<file path="config.mk">
export PLATFORM = sky130hd
export DESIGN_NAME = hazard_ctrl
export DESIGN_NICKNAME = d
export VERILOG_FILES = /design/src/rtl/hazard_pkg.sv /design/src/rtl/hazard_fwd_sel.sv /design/src/rtl/hazard_ctrl.sv
export SDC_FILE = /design/constraint.sdc
export NUM_CORES = 1
export LEC_CHECK = 0
export BUFFER_PORTS_ARGS = -buffer_cell sky130_fd_sc_hd__buf_2
export CORE_MARGIN = 8
export CORE_UTILIZATION = 35
export CTS_BUF_LIST = sky130_fd_sc_hd__clkbuf_8
export CTS_CLUSTER_DIAMETER = 30
export CTS_CLUSTER_SIZE = 14
export DETAILED_ROUTE_END_ITERATION = 16
export GPL_TIMING_DRIVEN = 0
export PLACE_DENSITY = 0.79
export SETUP_SLACK_MARGIN = 0.2
export SLEW_MARGIN = 20
export SYNTH_ARGS = -nofsm -noshare
export SYNTH_HDL_FRONTEND = slang
export SYNTH_SLANG_ARGS = --single-unit
export TNS_END_PERCENT = 1
</file>
<file path="constraint.sdc">
create_clock -name clk -period 1.2 [get_ports clk]
set_input_delay 0.18 -clock clk [delete_from_list [all_inputs] [get_ports clk]]
set_output_delay 0.18 -clock clk [all_outputs]
set_load 0.005 [all_outputs]
</file>
<file path="src/rtl/hazard_pkg.sv">
// Shared encodings for the hazard controller: result-source selects,
// forwarding selects, memory-wait FSM states and the stall/flush bundle.
package hazard_pkg;

  localparam logic [1:0] RES_ALU = 2'b00;
  localparam logic [1:0] RES_MEM = 2'b01;
  localparam logic [1:0] RES_PC4 = 2'b10;

  typedef enum logic [1:0] {
    FWD_REG = 2'b00,
    FWD_W   = 2'b01,
    FWD_M   = 2'b10
  } fwd_sel_t;

  typedef enum logic [1:0] {
    RUN     = 2'b00,
    MEMWAIT = 2'b01,
    ERROR   = 2'b10
  } hzd_state_t;

  typedef struct packed {
    logic stallF;
    logic stallD;
    logic stallE;
    logic stallM;
    logic flushD;
    logic flushE;
    logic flushW;
  } hzd_ctl_t;

endpackage

</file>
<file path="src/rtl/hazard_fwd_sel.sv">
// Operand forwarding select for one execute-stage source register.
// The M-stage ALU result wins over the W-stage result; x0 is never forwarded.
module hazard_fwd_sel
  import hazard_pkg::*;
#(
  parameter int REG_AW = 5
) (
  input  logic [REG_AW-1:0] rsE,
  input  logic [REG_AW-1:0] rdM,
  input  logic [REG_AW-1:0] rdW,
  input  logic              regwriteM,
  input  logic              regwriteW,
  output fwd_sel_t          fwd
);

  always_comb begin
    fwd = FWD_REG;
    if (regwriteM && (rdM != '0) && (rdM == rsE))
      fwd = FWD_M;
    else if (regwriteW && (rdW != '0) && (rdW == rsE))
      fwd = FWD_W;
  end

endmodule

</file>
<file path="src/rtl/hazard_ctrl.sv">
// Stall/flush/forwarding control for the 5-stage core plus a memory-wait FSM
// with watchdog. Define HAZARD_PERF_EN to build the stall/flush counters.
module hazard_ctrl
  import hazard_pkg::*;
#(
  parameter int REG_AW  = 5,
  parameter int TIMEOUT = 16,
  parameter int CNT_W   = 32
) (
  input  logic              clk,
  input  logic              rst_n,
  input  logic [REG_AW-1:0] rs1D,
  input  logic [REG_AW-1:0] rs2D,
  input  logic [REG_AW-1:0] rs1E,
  input  logic [REG_AW-1:0] rs2E,
  input  logic [REG_AW-1:0] rdE,
  input  logic [1:0]        resultsrcE,
  input  logic              pcsrcE,
  input  logic [REG_AW-1:0] rdM,
  input  logic [REG_AW-1:0] rdW,
  input  logic              regwriteM,
  input  logic              regwriteW,
  input  logic              memreqM,
  input  logic              memackM,
  output logic              stallF,
  output logic              stallD,
  output logic              stallE,
  output logic              stallM,
  output logic              flushD,
  output logic              flushE,
  output logic              flushW,
  output logic [1:0]        forwardAE,
  output logic [1:0]        forwardBE,
  output logic              mem_err,
  output logic [CNT_W-1:0]  stall_cnt,
  output logic [CNT_W-1:0]  flush_cnt
);

  localparam int WCNT_W = $clog2(TIMEOUT + 1);

  // Operand 0 is A (rs1E), operand 1 is B (rs2E).
  logic [1:0][REG_AW-1:0] rs_e;
  fwd_sel_t               fwd [2];

  assign rs_e = {rs2E, rs1E};

  for (genvar i = 0; i < 2; i++) begin : g_fwd
    hazard_fwd_sel #(.REG_AW(REG_AW)) u_fwd (
      .rsE      (rs_e[i]),
      .rdM      (rdM),
      .rdW      (rdW),
      .regwriteM(regwriteM),
      .regwriteW(regwriteW),
      .fwd      (fwd[i])
    );
  end

  assign forwardAE = rst_n ? fwd[0] : FWD_REG;
  assign forwardBE = rst_n ? fwd[1] : FWD_REG;

  logic memstall, lwstall;

  assign memstall = memreqM && !memackM;
  assign lwstall  = (resultsrcE == RES_MEM) && (rdE != '0) &&
                    ((rdE == rs1D) || (rdE == rs2D));

  hzd_state_t        state, state_nx;
  logic [WCNT_W-1:0] wcnt, wcnt_nx;
  hzd_ctl_t          ctl;

  always_ff @(posedge clk or negedge rst_n) begin
    if (!rst_n) begin
      state <= RUN;
      wcnt  <= '0;
    end else begin
      state <= state_nx;
      wcnt  <= wcnt_nx;
    end
  end

  always_comb begin
    state_nx = state;
    wcnt_nx  = wcnt;
    ctl      = '0;

    case (state)
      RUN: begin
        if (memstall) begin
          state_nx = MEMWAIT;
          wcnt_nx  = WCNT_W'(1);
        end
      end
      MEMWAIT: begin
        if (memackM) begin
          state_nx = RUN;
          wcnt_nx  = '0;
        end else begin
          wcnt_nx = wcnt + WCNT_W'(1);
          if (wcnt_nx >= WCNT_W'(TIMEOUT)) state_nx = ERROR;
        end
      end
      ERROR:   state_nx = ERROR;
      default: state_nx = RUN;
    endcase

    // Branch is held in E during a memory stall and resolves once it clears.
    if (!rst_n) begin
      ctl.flushD = 1'b1;
      ctl.flushE = 1'b1;
      ctl.flushW = 1'b1;
    end else if ((state == ERROR) || memstall) begin
      ctl.stallF = 1'b1;
      ctl.stallD = 1'b1;
      ctl.stallE = 1'b1;
      ctl.stallM = 1'b1;
      ctl.flushW = 1'b1;
    end else if (pcsrcE) begin
      ctl.flushD = 1'b1;
      ctl.flushE = 1'b1;
    end else if (lwstall) begin
      ctl.stallF = 1'b1;
      ctl.stallD = 1'b1;
      ctl.flushE = 1'b1;
    end
  end

  assign stallF  = ctl.stallF;
  assign stallD  = ctl.stallD;
  assign stallE  = ctl.stallE;
  assign stallM  = ctl.stallM;
  assign flushD  = ctl.flushD;
  assign flushE  = ctl.flushE;
  assign flushW  = ctl.flushW;
  assign mem_err = (state == ERROR);

`ifdef HAZARD_PERF_EN
  logic [CNT_W-1:0] stall_q, flush_q;

  // Saturating; reset cycles never count since the registers are held clear.
  always_ff @(posedge clk or negedge rst_n) begin
    if (!rst_n) begin
      stall_q <= '0;
      flush_q <= '0;
    end else begin
      if ((ctl.stallF || ctl.stallD || ctl.stallE || ctl.stallM) && !(&stall_q))
        stall_q <= stall_q + CNT_W'(1);
      if ((ctl.flushD || ctl.flushE) && !(&flush_q))
        flush_q <= flush_q + CNT_W'(1);
    end
  end

  assign stall_cnt = stall_q;
  assign flush_cnt = flush_q;
`else
  assign stall_cnt = '0;
  assign flush_cnt = '0;
`endif

endmodule

</file>
==> flow_summary.json, run 1 <==
{
  "outcome": "complete, but fails checks",
  "violations": "setup timing",
  "setup-violations-final": 15,
  "vias_per_cell": 3.64,
  "min_path_cells": 2,
  "critPathBufInv": 2,
  "fillers": 367,
  "finalHoldViolCount": 0,
  "die_w_um": 77.2,
  "top_usage_layer": "met2",
  "cts_buffer_depth": 2,
  "reg2reg_from": "wcnt[0]",
  "leakagePower_uw": 0.00118,
  "rrSetupSlack_ns": -0.20,
  "drt_pass1_iterations": 3,
  "critical_path_class": "input port to output pin",
  "clock_power_share": 0.283,
  "period_share": 1.31,
  "cts.sinks": 7,
  "wl_per_cell_um": 11.1,
  "synth_cells": 165,
  "path_max_fanout": 3,
  "ys_types": 31,
  "gp_congestion": 0.777,
  "powerDensity_nw_per_um2": 562,
  "grt_start_max_net_pins": 9,
  "fin_area_um2": 2040,
  "cts_buffers": 3,
  "synth-edff-count": 0,
  "fin_ws_ns": -0.376,
  "synth-main-ff-cell": "dfrtp_1",
  "synth_top_area_share": 0.379,
  "cp-start-kind": "input port",
  "ant_nets": 0,
  "fin_skew_ns": 0.00124,
  "critPathLaunch": "rdW[4]",
  "grt_pass1_wl_um": 5490,
  "vias": 1226,
  "critPathMaxStageDelay_ns": 0.53,
  "ys_seq_area_frac": 0.134,
  "die-area_um2": 5950,
  "clk_latency_ns": 0.23,
  "synth-seq-cells": 7,
  "clk_pin_slew_ns": 0.04,
  "die_h_um": 77.2,
  "antennaDiodeCount": 0,
  "critPathRequiredTime_ns": 1.02,
  "crit_family": "simple AND/OR/NAND/NOR gates",
  "yosysWarnings": 0,
  "first_iter_violations": 28,
  "routed_wl_um": 3740,
  "grt_antenna_before_repair": 0,
  "placed_area_um2": 1890,
  "core_um2": 3630,
  "seq_power_share": 0.246,
  "report.final.slew_viol_count": 0,
  "min_path_type": "input port to register",
  "htree_levels": 1,
  "r2r-end": "state[1]",
  "grt_pass1_vias": 1182,
  "crit_slowest_cell": "or4_1",
  "max_freq_ghz": 0.635,
  "dpl_worst_slack_ns": -0.439,
  "grt_usage": 0.111,
  "finish.utilization": 0.561,
  "maxCapViolations": 0,
  "arrival_ns": 1.40,
  "synthToLayoutAreaGrowth_pct": 55.7,
  "dp_hpwl_um": 3280,
  "min_period_ns": 1.58,
  "rows": 22,
  "gr-usage-met2": 0.233,
  "synthesis.area_um2": 1310,
  "switching_share": 0.315,
  "crit_path_end_kind": "output pin",
  "p_sw_uw": 361,
  "synth.avg_cell_area_um2": 7.93,
  "reg2reg_depth": 5,
  "yosys.cell_count.top_type": "buf_4",
  "drc": 0,
  "pin_count": 120,
  "cts_root_buf": "clkbuf_8",
  "ys_top_cells_by_area": "buf_4, xor2_1, dfrtp_1, xnor2_1, nor3_1",
  "worstPathCellList": "buf_4 -> xor2_1 -> or4_1 -> nor4_2 -> buf_2",
  "cts_tree": "built",
  "drive_gt1_frac": 0.484,
  "hp-start": "memackM",
  "met3_usage": 0.0326,
  "vdd_drop_max_mv": 0.364,
  "nets": 335,
  "rsz0062_at_grt": "yes",
  "internal_power_uw": 784,
  "gr-usage-met1": 0.0904,
  "worstHoldEndpoint": "state[0]",
  "overflow": 0,
  "start_util": 0.360,
  "p_comb_frac": 0.470,
  "synth-async-reset-ratio": 1.00,
  "synth.top_cells.by_count": "buf_4, xor2_1, nor2_1, dfrtp_1, nor3_1",
  "port_buffers": 55,
  "synth_top_cell_by_area": "buf_4"
}
timing repair:
item / in CTS / in global routing
pin swaps: 8 / 4
cloned: 0 / 0
endpoints found under the hold margin: 7 / 0
setup buffers: 1 / 0
endpoints found under the setup margin: 19 / 19
resized for setup: 14 / 7
hold buffers: 1 / 0
layout by cell type (no fill, tap or decap), types with 3 or more instances in the layout:
cell and instances:
or4_1 3, dfrtp_1 6, nor2_1 7, conb_1 64, nor2b_1 3, nand3_1 6
nand2_1 5, xnor2_1 6, nor3_1 7, clkbuf_8 4, buf_4 69, buf_2 49
xor2_1 24, buf_6 4
through the flow:
| step | std cells | hold WS, ns | TNS [ns] | power, µW |
|---|---|---|---|---|
| after floorplan | 228 | -0.116 | -0.704 | 628 |
| after global routing | 337 | 0.159 | -4.31 | 1220 |
| final | 337 | 0.153 | -3.57 | 1140 |
| after detailed placement | 331 | 0.0648 | -3.42 | 780 |
| after CTS | 337 | 0.148 | -3.78 | 1130 |
| after global placement | 331 | 0.0611 | -3.23 | 769 |
layer usage:
| layer | share of wire | up-vias |
|---|---|---|
| li1 | - | 665 |
| met1 | 0.32 | 513 |
| met2 | 0.60 | 44 |
| met3 | 0.069 | 4 |
| met4 | 0.012 | 0 |
| met5 | 0 | - |
cells by family (layout without fill, tap and decap cells):
logic type / count (synthesis) / in the layout / synth area share
buffers and inverters: 68 / 129 / 0.384
flip-flops: 7 / 7 / 0.134
XOR/XNOR: 31 / 31 / 0.207
AND/OR/NAND/NOR: 42 / 42 / 0.180
other: 1 / 64 / 0.00287
multiplexers: 2 / 2 / 0.0153
adder cells (fa/ha/maj): 1 / 1 / 0.00956
AO/OA/AOI/OAI: 13 / 13 / 0.0669
worst max-delay path by stage:
stage                    to  slack [ns]  cells after the start
2_1_floorplan  forwardAE[0]       -0.12                      3
3_3_place_gp   forwardAE[0]       -0.43                      5
3_5_place_dp   forwardAE[0]       -0.44                      5
4_1_cts        forwardAE[0]       -0.38                      5
5_1_grt        forwardBE[0]       -0.43                      6
6_report       forwardAE[0]       -0.38                      5
sequential cells by signal (all words and copies together) (netlist names):
signal  cells
state       2
wcnt        5
power groups by stage:
stage | clock (µW) | combinational [µW] | sequential [µW]
2_1_floorplan | 0 | 351 | 277
3_3_place_gp | 0 | 489 | 279
3_5_place_dp | 0 | 499 | 282
4_1_cts | 330 | 517 | 280
5_1_grt | 341 | 595 | 285
6_report | 324 | 538 | 282
worst reg2reg max path, cell delays in order, from the launching register on:
cell	delay (ns)
dfrtp_1	0.41
ha_2	0.20
nand3_1	0.12
xor2_2	0.18
nor3_1	0.09
or2_2	0.29
final cells by class:
type	instances	area, µm²	share of cell area
clock inverters	1	3.75	0.00184
inverters	1	3.75	0.00184
multi-input cells	153	921	0.452
plain buffers	67	509	0.250
clock buffers	3	41.3	0.0203
repair buffers	57	323	0.158
well taps	48	60.1	0.0295
flip-flops and latches	7	176	0.0866
No activity file was read; power rests on OpenSTA's default activity.
==> run 2: changes to the inputs <==
--- a/config.mk
+++ b/config.mk
@@ -5,13 +5,14 @@
 export SDC_FILE = /design/constraint.sdc
 export NUM_CORES = 1
 export LEC_CHECK = 0
-export BUFFER_PORTS_ARGS = -buffer_cell sky130_fd_sc_hd__buf_2
+export BUFFER_PORTS_ARGS = -buffer_cell sky130_fd_sc_hd__clkbuf_2
 export CORE_MARGIN = 8
 export CORE_UTILIZATION = 35
 export CTS_BUF_LIST = sky130_fd_sc_hd__clkbuf_8
 export CTS_CLUSTER_DIAMETER = 30
 export CTS_CLUSTER_SIZE = 14
 export DETAILED_ROUTE_END_ITERATION = 16
+export GPL_ROUTABILITY_DRIVEN = 0
 export GPL_TIMING_DRIVEN = 0
 export PLACE_DENSITY = 0.79
 export SETUP_SLACK_MARGIN = 0.2
==> run 2 against run 1 <==
The run still ends with setup timing left. Cell count did not move. Via count up 0.41%. Clock power about the same. Core utilization increased by 0.38 points. Worst setup slack worse by 0.0093 ns. Hold slack barely moved.
==> flow_summary.json, run 2 (synthesis results as in run 1) <==
{
  "outcome": "complete, but fails checks",
  "violations": "setup timing",
  "core_um2": 3630,
  "finalPower_uw": 1160,
  "switching_share": 0.322,
  "grt_start_max_net_pins": 9,
  "die-area_um2": 5950,
  "crit_slowest_cell": "or4_1",
  "max_freq_ghz": 0.631,
  "die_w_um": 77.2,
  "leakagePower_uw": 0.00118,
  "p_sw_uw": 373,
  "dpl_worst_slack_ns": -0.480,
  "fin_skew_ns": 0.00484,
  "grt_pass1_vias": 1237,
  "die_h_um": 77.2,
  "cts_buffers": 3,
  "cts_root_buf": "clkbuf_8",
  "fin_area_um2": 2050,
  "rrSetupSlack_ns": -0.14,
  "mostFrequentLayoutCells": "buf_4, conb_1, clkbuf_2, xor2_1, nor2_1",
  "min_path_type": "input port to register",
  "overflow": 0,
  "wl_per_cell_um": 10.9,
  "fin_ws_ns": -0.385,
  "ant_nets": 0,
  "clk_latency_ns": 0.22,
  "rows": 22,
  "vias": 1231,
  "start_util": 0.360,
  "vdd_drop_max_mv": 0.295,
  "maxCapViolations": 0,
  "cts_buffer_depth": 2,
  "internal_power_uw": 786,
  "period_share": 1.32,
  "met3_wirelength_um": 254,
  "clk_pin_slew_ns": 0.04,
  "top_regs": "wcnt: 5 flops, state: 2 flops",
  "grt_usage": 0.105,
  "vias_per_cell": 3.65,
  "layout_commonest_cell": "buf_4",
  "wl_met2_um": 2230,
  "rsz0062_at_grt": "yes",
  "p_comb_frac": 0.472,
  "setup-violations-final": 15,
  "path_max_fanout": 3,
  "largest-register": "wcnt",
  "regArea_um2": 176,
  "cts_tree": "built",
  "cp-start-kind": "input port",
  "seq_power_share": 0.248,
  "grt_antenna_before_repair": 0,
  "pin_count": 120,
  "first_iter_violations": 30,
  "powerDensity_nw_per_um2": 565,
  "nets": 335,
  "multi_input_area_um2": 953,
  "wl_met1_um": 1170,
  "htree_levels": 1,
  "port_buffers": 55,
  "fillers": 351,
  "arrival_ns": 1.41,
  "min_period_ns": 1.59,
  "critPathMaxStageDelay_ns": 0.55,
  "critical_path_class": "input port to output pin",
  "critPathRequiredTime_ns": 1.02,
  "worstPathCellList": "clkbuf_8 -> xor2_1 -> or4_1 -> nor4_2 -> buf_2",
  "placed_area_um2": 1890,
  "drt_pass1_iterations": 4,
  "grt_pass1_wl_um": 5400,
  "antennaDiodeCount": 0,
  "routed_wl_um": 3670,
  "largest_reg_flops": 5,
  "report.final.slew_viol_count": 0,
  "clock_power_share": 0.280,
  "drc": 0,
  "dp_hpwl_um": 3210,
  "crit_path_end_kind": "output pin",
  "finalHoldViolCount": 0,
  "cts.sinks": 7,
  "synthToLayoutAreaGrowth_pct": 56.8,
  "maxUsedRoutingLayer": "met4",
  "drive_gt1_frac": 0.498
}
[run 2: cell count changes in the layout (fill, tap and decap cells not counted), moves of 2 or more]
| cell | previous run | this run |
|---|---|---|
| nor4_1 | 2 | 0 |
| nor4_2 | 2 | 4 |
| buf_2 | 49 | 4 |
| clkbuf_2 | 0 | 49 |
| buf_6 | 4 | 0 |
| buf_4 | 69 | 67 |
[run 2: what timing repair did]
item / in CTS / in global routing
setup buffers: 1 / 0
pin swaps: 6 / 3
hold buffers: 1 / 0
resized for setup: 10 / 14
hold endpoints to repair: 7 / 0
cloned: 0 / 0
setup endpoints to repair: 19 / 19
[run 2: worst paths after layout]
check,from,end,cells past startpoint
setup reg to reg,wcnt[0],state[1],5
hold / removal,memackM,state[0],2
setup / recovery,rdW[2],forwardAE[0],5
min in group asynchronous,rst_n,wcnt[4],2
max in group asynchronous,rst_n,state[0],2
hold reg to reg,wcnt[4],wcnt[4],1
[run 2: power by group through the flow]
| stage | clock network, µW | registers (µW) | logic (µW) |
|---|---|---|---|
| finish | 325 | 288 | 547 |
| global route | 345 | 291 | 610 |
| CTS | 327 | 280 | 511 |
| detailed placement | 0 | 280 | 500 |
| global placement | 0 | 279 | 489 |
| floorplan | 0 | 277 | 351 |
[run 2: critical path: cells and delay by family]
kind          cells  cell delay [ns]
buf+inv           2             0.27
simple gates      2             0.81
xor+xnor          1             0.14
[run 2: cell type report]
cell class              instances  share of cell area
clock inverters                 1             0.00183
clock buffers                   3              0.0201
multi-input cells             153               0.465
repair buffers                 57               0.148
flip-flops and latches          7              0.0860
plain buffers                  67               0.248
well taps                      48              0.0293
inverters                       1             0.00183
[run 2: metal layers]
metal | global-route usage | vias up
met5 | 0 | -
met2 | 0.222 | 44
met4 | 0.0340 | 0
met1 | 0.0895 | 522
met3 | 0.0291 | 2
li1 | - | 663
[run 2: metrics by stage]
| step | hold WS, ns | util | std cells | setup TNS [ns] |
|---|---|---|---|---|
| 5_1_grt | 0.169 | 0.565 | 337 | -4.06 |
| 6_report | 0.153 | 0.565 | 337 | -3.32 |
| 4_1_cts | 0.156 | 0.548 | 337 | -3.66 |
| 2_1_floorplan | -0.116 | - | 228 | -0.704 |
| 3_5_place_dp | 0.0729 | 0.520 | 331 | -3.49 |
| 3_3_place_gp | 0.0695 | 0.520 | 331 | -3.32 |
